$ cat src/rtl/axi_bus_matrix_rr.sv
// rtl/axi_bus_matrix_rr.sv - N-master to 1-slave AXI-lite interconnect, independent round-robin read/write arbitration
// Define AXI_BUS_MATRIX_FIXED_PRIO_EN to drop the round-robin pointers and use fixed lowest-index priority.
module axi_bus_matrix_rr #(
    parameter int MASTER_NUM = 3,
    parameter int DATA_LEN   = 32,
    parameter int ADDR_LEN   = 32,
    parameter int STROB_LEN  = 4
) (
    input  logic                           clk,
    input  logic                           rst_n,
    input  logic [MASTER_NUM-1:0]          m_arvalid,
    output logic [MASTER_NUM-1:0]          m_arready,
    input  logic [MASTER_NUM*ADDR_LEN-1:0] m_raddr,
    output logic [MASTER_NUM-1:0]          m_rvalid,
    input  logic [MASTER_NUM-1:0]          m_rready,
    output logic [MASTER_NUM*3-1:0]        m_rresp,
    output logic [MASTER_NUM*DATA_LEN-1:0] m_rdata,
    input  logic [MASTER_NUM-1:0]          m_awvalid,
    output logic [MASTER_NUM-1:0]          m_awready,
    input  logic [MASTER_NUM*ADDR_LEN-1:0] m_waddr,
    input  logic [MASTER_NUM-1:0]          m_wvalid,
    output logic [MASTER_NUM-1:0]          m_wready,
    input  logic [MASTER_NUM*STROB_LEN-1:0] m_strob,
    input  logic [MASTER_NUM*DATA_LEN-1:0] m_wdata,
    output logic [MASTER_NUM-1:0]          m_bvalid,
    input  logic [MASTER_NUM-1:0]          m_bready,
    output logic [MASTER_NUM*3-1:0]        m_bresp,
    output logic                           s_arvalid,
    input  logic                           s_arready,
    output logic [ADDR_LEN-1:0]            s_raddr,
    input  logic                           s_rvalid,
    output logic                           s_rready,
    input  logic [2:0]                     s_rresp,
    input  logic [DATA_LEN-1:0]            s_rdata,
    output logic                           s_awvalid,
    input  logic                           s_awready,
    output logic [ADDR_LEN-1:0]            s_waddr,
    output logic                           s_wvalid,
    input  logic                           s_wready,
    output logic [STROB_LEN-1:0]           s_strob,
    output logic [DATA_LEN-1:0]            s_wdata,
    input  logic                           s_bvalid,
    output logic                           s_bready,
    input  logic [2:0]                     s_bresp,
    output logic [MASTER_NUM-1:0]          rd_grant,
    output logic [MASTER_NUM-1:0]          wr_grant
);
    localparam int PW = (MASTER_NUM > 1) ? $clog2(MASTER_NUM) : 1;

    typedef enum logic [1:0] {RD_IDLE, RD_ADDR, RD_DATA} rd_state_t;
    typedef enum logic [1:0] {WR_IDLE, WR_ADDR, WR_RESP} wr_state_t;

    rd_state_t rd_state, rd_state_next;
    wr_state_t wr_state, wr_state_next;
    logic [MASTER_NUM-1:0] rd_grant_next, wr_grant_next;
    logic [PW-1:0] rd_base, wr_base;
    logic aw_done, w_done;
    logic aw_hs, w_hs, r_hs, b_hs;

    // First requester at or after ptr, wrapping; lower k wins because it is assigned last.
    function automatic logic [MASTER_NUM-1:0] pick(input logic [MASTER_NUM-1:0] req,
                                                   input logic [PW-1:0] ptr);
        logic [MASTER_NUM-1:0] sel;
        logic [MASTER_NUM-1:0] oh;
        int idx;
        sel = '0;
        for (int k = MASTER_NUM - 1; k >= 0; k--) begin
            idx = (int'(ptr) + k) % MASTER_NUM;
            oh  = {{(MASTER_NUM-1){1'b0}}, 1'b1} << idx;
            if ((req & oh) != '0) sel = oh;
        end
        return sel;
    endfunction

    // AND-OR muxes selecting the granted master's payload, chained over masters.
    logic [ADDR_LEN-1:0]  raddr_acc [MASTER_NUM+1];
    logic [ADDR_LEN-1:0]  waddr_acc [MASTER_NUM+1];
    logic [DATA_LEN-1:0]  wdata_acc [MASTER_NUM+1];
    logic [STROB_LEN-1:0] strob_acc [MASTER_NUM+1];
    assign raddr_acc[0] = '0;
    assign waddr_acc[0] = '0;
    assign wdata_acc[0] = '0;
    assign strob_acc[0] = '0;

    for (genvar g = 0; g < MASTER_NUM; g++) begin : g_sel
        assign raddr_acc[g+1] = raddr_acc[g] | (rd_grant[g] ? m_raddr[g*ADDR_LEN +: ADDR_LEN] : '0);
        assign waddr_acc[g+1] = waddr_acc[g] | (wr_grant[g] ? m_waddr[g*ADDR_LEN +: ADDR_LEN] : '0);
        assign wdata_acc[g+1] = wdata_acc[g] | (wr_grant[g] ? m_wdata[g*DATA_LEN +: DATA_LEN] : '0);
        assign strob_acc[g+1] = strob_acc[g] | (wr_grant[g] ? m_strob[g*STROB_LEN +: STROB_LEN] : '0);
    end

`ifdef AXI_BUS_MATRIX_FIXED_PRIO_EN
    assign rd_base = '0;
    assign wr_base = '0;
`else
    logic [PW-1:0] rd_ptr, wr_ptr;
    logic [PW-1:0] rd_nxt_acc [MASTER_NUM+1];
    logic [PW-1:0] wr_nxt_acc [MASTER_NUM+1];
    assign rd_nxt_acc[0] = '0;
    assign wr_nxt_acc[0] = '0;
    for (genvar g = 0; g < MASTER_NUM; g++) begin : g_ptr
        localparam logic [PW-1:0] NEXT = (g == MASTER_NUM - 1) ? '0 : PW'(g + 1);
        assign rd_nxt_acc[g+1] = rd_nxt_acc[g] | (rd_grant[g] ? NEXT : '0);
        assign wr_nxt_acc[g+1] = wr_nxt_acc[g] | (wr_grant[g] ? NEXT : '0);
    end
    assign rd_base = rd_ptr;
    assign wr_base = wr_ptr;

    always_ff @(posedge clk or negedge rst_n) begin
        if (!rst_n) begin
            rd_ptr <= '0;
            wr_ptr <= '0;
        end else begin
            if (r_hs) rd_ptr <= rd_nxt_acc[MASTER_NUM];
            if (b_hs) wr_ptr <= wr_nxt_acc[MASTER_NUM];
        end
    end
`endif

    // Read path
    assign s_arvalid = (rd_state == RD_ADDR) && ((m_arvalid & rd_grant) != '0);
    assign m_arready = (rd_state == RD_ADDR) ? (rd_grant & {MASTER_NUM{s_arready}}) : '0;
    assign s_raddr   = raddr_acc[MASTER_NUM];
    assign m_rvalid  = (rd_state == RD_DATA) ? (rd_grant & {MASTER_NUM{s_rvalid}}) : '0;
    assign s_rready  = (rd_state == RD_DATA) && ((m_rready & rd_grant) != '0);
    assign m_rresp   = {MASTER_NUM{s_rresp}};
    assign m_rdata   = {MASTER_NUM{s_rdata}};
    assign r_hs      = s_rvalid && s_rready;

    // Write path; a channel that already handshook is masked until the response completes.
    assign s_awvalid = (wr_state == WR_ADDR) && !aw_done && ((m_awvalid & wr_grant) != '0);
    assign m_awready = (wr_state == WR_ADDR && !aw_done) ? (wr_grant & {MASTER_NUM{s_awready}}) : '0;
    assign s_wvalid  = (wr_state == WR_ADDR) && !w_done && ((m_wvalid & wr_grant) != '0);
    assign m_wready  = (wr_state == WR_ADDR && !w_done) ? (wr_grant & {MASTER_NUM{s_wready}}) : '0;
    assign s_waddr   = waddr_acc[MASTER_NUM];
    assign s_wdata   = wdata_acc[MASTER_NUM];
    assign s_strob   = strob_acc[MASTER_NUM];
    assign m_bvalid  = (wr_state == WR_RESP) ? (wr_grant & {MASTER_NUM{s_bvalid}}) : '0;
    assign s_bready  = (wr_state == WR_RESP) && ((m_bready & wr_grant) != '0);
    assign m_bresp   = {MASTER_NUM{s_bresp}};
    assign aw_hs     = s_awvalid && s_awready;
    assign w_hs      = s_wvalid && s_wready;
    assign b_hs      = s_bvalid && s_bready;

    always_ff @(posedge clk or negedge rst_n) begin
        if (!rst_n) begin
            rd_state <= RD_IDLE;
            wr_state <= WR_IDLE;
            rd_grant <= '0;
            wr_grant <= '0;
            aw_done  <= 1'b0;
            w_done   <= 1'b0;
        end else begin
            rd_state <= rd_state_next;
            wr_state <= wr_state_next;
            rd_grant <= rd_grant_next;
            wr_grant <= wr_grant_next;
            if (wr_state == WR_ADDR) begin
                aw_done <= aw_done || aw_hs;
                w_done  <= w_done || w_hs;
            end else if (b_hs) begin
                aw_done <= 1'b0;
                w_done  <= 1'b0;
            end
        end
    end

    always_comb begin
        rd_state_next = rd_state;
        rd_grant_next = rd_grant;
        case (rd_state)
            RD_IDLE: if (m_arvalid != '0) begin
                rd_grant_next = pick(m_arvalid, rd_base);
                rd_state_next = RD_ADDR;
            end
            RD_ADDR: if (s_arvalid && s_arready) rd_state_next = RD_DATA;
            RD_DATA: if (r_hs) begin
                rd_grant_next = '0;
                rd_state_next = RD_IDLE;
            end
            default: begin
                rd_grant_next = '0;
                rd_state_next = RD_IDLE;
            end
        endcase
    end

    always_comb begin
        wr_state_next = wr_state;
        wr_grant_next = wr_grant;
        case (wr_state)
            WR_IDLE: if ((m_awvalid | m_wvalid) != '0) begin
                wr_grant_next = pick(m_awvalid | m_wvalid, wr_base);
                wr_state_next = WR_ADDR;
            end
            WR_ADDR: if ((aw_done || aw_hs) && (w_done || w_hs)) wr_state_next = WR_RESP;
            WR_RESP: if (b_hs) begin
                wr_grant_next = '0;
                wr_state_next = WR_IDLE;
            end
            default: begin
                wr_grant_next = '0;
                wr_state_next = WR_IDLE;
            end
        endcase
    end
endmodule

$ cat config.mk
export PLATFORM = sky130hd
export DESIGN_NAME = axi_bus_matrix_rr
export DESIGN_NICKNAME = d
export VERILOG_FILES = /design/src/rtl/axi_bus_matrix_rr.sv
export SDC_FILE = /design/constraint.sdc
export NUM_CORES = 1
export LEC_CHECK = 0
export ABC_AREA = 1
export BUFFER_PORTS_ARGS = -buffer_cell sky130_fd_sc_hd__buf_2
export CAP_MARGIN = 5
export CORE_AREA = 2 2 234 236
export DETAILED_ROUTE_END_ITERATION = 8
export DIE_AREA = 0 0 236 238
export MAX_ROUTING_LAYER = met4
export SLEW_MARGIN = 20
export SYNTH_ARGS = -nofsm -noshare
export SYNTH_HDL_FRONTEND = slang
export SYNTH_SLANG_ARGS = --single-unit
$ cat constraint.sdc
create_clock -name clk -period 3.5 [get_ports clk]
set_clock_uncertainty 0.1 [all_clocks]
set_input_delay 0.7 -clock clk [delete_from_list [all_inputs] [get_ports clk]]
set_output_delay 0.7 -clock clk [all_outputs]
set_load 0.01 [all_outputs]
Yosys cells after proc, flatten, opt, wreduce, memory -nomap -nowiden --
Index checks and enable logic that the tools add are counted. Widths: inputs -> output; s select.
Cells by class: add/sub/neg operators 4, multiply operators 0, divide/modulo/power cells 6, magnitude comparators 0, equality and inequality tests 10, shifts and indexed selects 6, muxes and demuxes 44, bitwise logic cells 29, reductions and logical operators 37
Operators with widths (number):
- $mux 32 | 9
- $or 32x32->32 | 6
- $shl 1x32->3 const A | 6
- $mod 32x3->32 const B | 4
- $mod 3x3->32 const B | 2
- $and 3x3->3 | 16
- $mux 3 | 15
- $reduce_bool 3->1 | 13
- $pmux 3 s3 | 2
- $mux 2 | 8
- $logic_and 1x1->1 | 13
- $mux 4 | 3
- $pmux 2 s3 | 2
- $reduce_and 3->1 | 4
- $ne 2x2->1 const B | 4
- $or 4x4->4 | 2
- $add 2x1->3 const B | 2
- $add 2x2->3 const B | 2
- $mux 1 | 5
- $eq 2x1->1 const B | 2
- $eq 2x2->1 const B | 2
- $logic_not 2->1 | 2
- $ne 2x1->1 const B | 2
- $or 1x2->2 | 2
- other kinds (5) | 8
Word-level totals: flip-flop bits (word level) 16, latch bits 0, RAM bits 0, bits in read-only memories 0, input bits 360, output and inout port bits 240, word-level logic and storage cells 144, memories 0

Depth between registers and ports, before layout --
Gate-level depths: netlist of the first run.
depth after elaboration 10, gate-level depth with buffers 12, gate-level depth less buffers 12

Worst setup path after synthesis of the first run --
Ideal clock, no wire load.
path type register -> output, start point register wr_grant[0], end point output port m_awready[0], arrival 1140 ps, setup slack 1560 ps, cell stages (with the launch flop) 5, cells stage by stage dfrtp_1 buf_2 buf_2 inv_1 nor3_1
Between the ends: word-level cells in the longest chain between the ends 2
Ends and longest elaborated chain:
- start, declared | line 46 | output logic [MASTER_NUM-1:0] wr_grant
- start signal, assigned | line 157 | wr_grant <= wr_grant_next;
- $and 3x3->3 | line 132 | assign m_awready = (wr_state == WR_ADDR && !aw_done) ? (wr_grant & {MASTER_NUM{s_awready}}) : '0;
- $mux 3 | line 132
- end, declared | line 19 | output logic [MASTER_NUM-1:0] m_awready,
No other way between the ends.

Worst setup path after layout of the first run --
start point register wr_grant[2], end point output port s_bready
Between the ends: word-level cells in the longest chain between the ends 3
Ends and longest elaborated chain:
- $and 3x3->3 | line 139 | assign s_bready = (wr_state == WR_RESP) && ((m_bready & wr_grant) != '0);
- $reduce_bool 3->1 | line 139
- $logic_and 1x1->1 | line 139
- end, declared | line 43 | output logic s_bready,
No other way between the ends.

==> results.toml, run 1 <==
[placement]
io_buffers = 447
place_hpwl_um = 18900
place_ws_ps = 1050
dpl.cell_count = 1788
place_congestion = 0.864

[cells_and_area]
multi_input_area_mm2 = 0.00239
fill_cells = 6309
regArea_um2 = 404
layout-drive-gt1-share = 0.432
fin_cells = 1797
areaGrowthSynthToFinish_pct = 58.3
layout.nets = 1462

[drt]
postRouteAntennaNets = 0
firstDrtPassIters = 4
wl_per_cell_um = 12.2
vias = 5957
vias_per_cell = 3.31
drt_wl_total_um = 22000
drt-initial-drc-count = 296
drc = 0

[yosys]
syn_inst = 786
syn_area_per_cell_um2 = 5.08
ys_ff_latch = 16
yosys-top-cells-area = "nand2_1 (37%), buf_4 (21%), nand3_1 (15%)"
yosysTopAreaCell = "nand2_1"
synth_nets = 1151
yosys.cell_types.count = 21
seq_area_frac_synth = 0.100
synth_area_mm2 = 0.00399
ys_warn_count = 0
yosysTopAreaCellShare = 0.367

[grt]
grt_pass1_vias = 5439
overflow = 0
grt_pass1_wl_um = 31000
grt.total_usage = 0.0738
grtUsageMet2 = 0.121
grt_util_met1 = 0.0789
grt_start_max_net_pins = 59
busiest_layer = "met2"
antenna_found_initial = 5
grt_use_met3 = 0.0274

[worst_setup_path]
reg2reg_slack_ps = 1450
r2r_cells = 8
r2r_start = "wr_grant[2]"
path_max_fanout = 57
crit_start = "wr_grant[2]"
crit_type = "reg -> out"
worstPathArrival_ps = 1860
r2r_end = "wr_grant[1]"
required_ps = 2700
cp-end-kind = "output port"
start_kind = "register"

[pwr]
p_seq_frac = 0.146
power_frac_comb = 0.759
power.net_switching_mw = 1.45
p_int_mw = 1.22
power_density_mw_per_mm2 = 422
p_sw_frac = 0.544
p_total_mw = 2.67
clockPowerShare = 0.095
irDropWorstVdd_mv = 0.164
leakagePower_nw = 3.63

[floorplan]
dieArea_mm2 = 0.0562
initial_core_util = 0.0747
die_w_um = 236
die_h_um = 238
core_mm2 = 0.0535
ios = 600
rows = 85

[timing]
rsz0062_at_grt = "no"
holdWs_ps = 272
period_needed_ps = 2660
fmax_ghz = 0.376
fin_crit_sh = 0.761
worst_pin_slew_ps = 754
setup_ws_ps = 838
setup_viol_count_final = 0
drv_slew = 0
max_slew_margin = 0.498
hold_viol = 0
tns_ps = 0

[cts]
htree_levels = 1
clkLatencyLatePin_ps = 250
root_buffer = "clkbuf_16"
cts_setup_buffers = 0
cts_hold_buf = 0
postCtsResizedCells = 0
clk_pin_slew_ps = 60
clockBufferDepth = 2
cts_sinks = 16
cts_tree = "yes"
cts_buffers = 3

[hold_path]
min_path_type = "in -> async"

[run]
cap_violations = 0

[run_status]
status = "finished, final reports clean"
## worst max path at each step
stage / end / cells after the start / slack (ps)
2_1_floorplan: m_awready[0] / 4 / 1560
5_1_grt: s_bready / 6 / 710
6_report: s_bready / 6 / 840
3_3_place_gp: s_bready / 6 / 1040
3_5_place_dp: s_bready / 6 / 1050
4_1_cts: s_bready / 6 / 780
## flip-flops by register name, indices dropped and copies added (netlist names)
| signal | count |
|---|---|
| rd_state | 2 |
| rd_base | 2 |
| wr_grant | 3 |
| wr_state | 2 |
| rd_grant | 3 |
| wr_base | 2 |
| w_done | 1 |
| aw_done | 1 |
## cell families (layout without fill, tap and decap cells)
logic type | count (synthesis) | in the layout | synth area share
DFF | 16 | 16 | 0.100
adders and majority gates | 5 | 5 | 0.0157
other | 0 | 5 | 0
AOI/OAI and AO/OA | 22 | 22 | 0.0301
and+or+nand+nor | 540 | 540 | 0.553
buffers and inverters | 203 | 513 | 0.301
## cell usage after synthesis
master,n
o221ai_1,1
buf_1,5
nor2_4,1
ha_1,5
o211ai_1,1
nor2_2,3
dfrtp_1,16
nand2_1,390
inv_1,52
inv_2,1
clkbuf_1,22
nor3_1,6
nand2_2,3
buf_4,114
nand3_1,120
o21ai_0,8
buf_2,9
or2_2,1
o21ai_2,1
nor2_1,16
a21oi_1,11
## routing by layer
metal,routed length [um],share of wire
met1,8280,0.38
met2,10100,0.46
met3,2510,0.11
met4,1080,0.049
met5,0,0
## critical path, stage by stage, from the launching register on
cell and delay, ps:
dfrtp_2 710, buf_12 300, nand2_1 80, nand3_1 240, nand2_1 80, inv_1 60
buf_2 120
## per-stage QoR
stage,instance area (um^2),util
4_1_cts,6310,0.118
3_3_place_gp,6220,0.116
6_report,6320,0.118
2_1_floorplan,3990,-
5_1_grt,6320,0.118
3_5_place_dp,6220,0.116
## final cells by class
type,count,share of cell area
Antenna cell,5,0.00198
Timing Repair Buffer,456,0.372
Sequential cell,16,0.0639
Inverter,53,0.0315
Multi-Input combinational cell,567,0.378
Tap cell,696,0.138
Clock buffer,4,0.0141
## power groups by stage
stage	Sequential (mW)	Clock, mW	Combinational (mW)
floorplan	0.263	0	1.35
global placement	0.404	0	2.03
detailed placement	0.403	0	2.03
CTS	0.400	0.264	2.03
global route	0.410	0.272	2.24
finish	0.390	0.253	2.03
## layout by cell type, fill, tap and decap left out, types with 3 or more instances in the layout
cell / netlist / final
buf_2: 9 / 447
nand2_1: 390 / 390
nand3_1: 120 / 120
inv_1: 52 / 52
nor2_1: 16 / 16
dfrtp_1: 16 / 13
a21oi_1: 11 / 11
o21ai_0: 8 / 8
nor3_1: 6 / 6
diode_2: 0 / 5
ha_1: 5 / 5
buf_4: 114 / 5
buf_12: 0 / 4
nand2_2: 3 / 3
nor2_2: 3 / 3
clkbuf_16: 0 / 3
dfrtp_2: 0 / 3
(Power assumes the default switching activity.)
==> run 2: changes to the inputs <==
clock period = 2.65 ns   (was 3.5 ns; I/O delays follow)
==> run 2 against run 1 <==
Worst hold slack got worse by 160 ps. First-iteration DRC count unchanged. Via count decreased by 0.65%. Worst setup slack got worse by 530 ps. Register-to-register slack got worse by 560 ps. Core utilization unchanged. Final area unchanged. Largest power group unchanged. Clock power increased by 33%. Non-clock buffer count decreased by 1. Sequential share of layout area unchanged. Critical path depth decreased by 2.
==> results.toml, run 2 (synthesis gave the netlist of run 1 again) <==
[run_status]
status = "finished, final reports clean"

[cells_and_area]
final_common_cell = "buf_2"
areaGrowthSynthToFinish_pct = 58.3
reg_top3 = "rd_grant (3), wr_grant (3)"
layout.nets = 1461
layout-drive-gt1-share = 0.431
final_cell_mix = "buf_2 (447), nand2_1 (390), nand3_1 (120)"
fin_cells = 1794

[timing]
fmax_ghz = 0.427
drv_slew = 0
fin_crit_sh = 0.884
setup_viol_count_final = 0
tns_ps = 0
period_needed_ps = 2340
rsz0062_at_grt = "no"
hold_viol = 0
worst_pin_slew_ps = 490
max_slew_margin = 0.673

[drt]
vias = 5918
drt_wl_total_um = 22700
wl_per_cell_um = 12.7
wl_met3_um = 2530
met1_length_um = 8730
vias_per_cell = 3.30
postRouteAntennaNets = 0
firstDrtPassIters = 4
drt-initial-drc-count = 296
drc = 0
routed.top_layer = "met4"
routed-wl-met2_um = 10300

[pwr]
p_sw_frac = 0.543
clockPowerShare = 0.096
power_frac_comb = 0.773
leakagePower_nw = 3.63
p_total_mw = 3.52
power.net_switching_mw = 1.91
power_density_mw_per_mm2 = 556
p_seq_frac = 0.131
irDropWorstVdd_mv = 0.242
p_int_mw = 1.61

[cts]
clockBufferDepth = 2
htree_levels = 1
clk_pin_slew_ps = 50
cts_buffers = 3
postCtsResizedCells = 0
cts_hold_buf = 0
clkLatencyLatePin_ps = 250
cts_tree = "yes"
root_buffer = "clkbuf_16"
cts_setup_buffers = 0
cts_sinks = 16

[placement]
dpl.cell_count = 1787
place_congestion = 0.868
io_buffers = 447
place_hpwl_um = 19300

[grt]
grt_pass1_wl_um = 31400
grt_start_max_net_pins = 60
overflow = 0
grt.total_usage = 0.0756
grt_pass1_vias = 5378
antenna_found_initial = 6

[worst_setup_path]
worstPathArrival_ps = 1710
start_kind = "register"
cp-end-kind = "output port"
r2r_start = "wr_grant[2]"
crit_type = "reg -> out"
required_ps = 2020
path_max_fanout = 57
reg2reg_slack_ps = 890
crit_start = "wr_grant[1]"

[hold_path]
min_path_type = "in -> async"

[floorplan]
core_mm2 = 0.0535
initial_core_util = 0.0747
die_w_um = 236
dieArea_mm2 = 0.0562
die_h_um = 238
ios = 600
rows = 85

[run]
cap_violations = 0
## run 2: changes by cell type in the layout (fill, tap and decap cells not counted)
cell / before / now
diode_2: 5 / 3
buf_4: 5 / 3
buf_12: 4 / 5
## run 2: per-stage QoR
step	setup WS [ps]	util	hold slack [ps]	cell area, um^2
6_report	309	0.118	108	6320
5_1_grt	199	0.118	132	6320
4_1_cts	298	0.118	122	6310
3_5_place_dp	576	0.116	394	6230
3_3_place_gp	599	0.116	397	6230
2_1_floorplan	880	-	134	3990
## run 2: worst max-delay path: stages, from the launching register on
cell     delay, ps
dfrtp_2        670
buf_12         300
nand2_1         80
nand3_1        180
buf_2          160
## run 2: path summary, 6_finish.rpt
path	to	cells past startpoint
max	s_wdata[16]	4
min in group clk	rd_base[1]	2
max in group asynchronous	wr_grant[1]	1
min reg2reg	rd_base[1]	2
max reg2reg	wr_grant[2]	8
min	rd_grant[0]	1
## run 2: final cells by class
cell class | instances | area (um^2)
inverter | 53 | 199
timing repair buffer | 455 | 2360
clock buffer | 4 | 88.8
multi-input combinational | 567 | 2390
fill | 6357 | 47200
tap | 696 | 871
sequential | 16 | 404
antenna | 3 | 7.51
## run 2: power by group through the flow
stage	sequential (mW)	combinational (mW)	clock [mW]
global placement	0.466	2.74	0
floorplan	0.347	1.79	0
detailed placement	0.474	2.73	0
global route	0.483	3.01	0.358
finish	0.461	2.72	0.336
CTS	0.470	2.74	0.349
## run 2: routing by layer
metal,GRT usage,vias up
met2,0.124,414
li1,-,2935
met5,-,-
met4,0.0369,0
met1,0.0802,2505
met3,0.0282,64
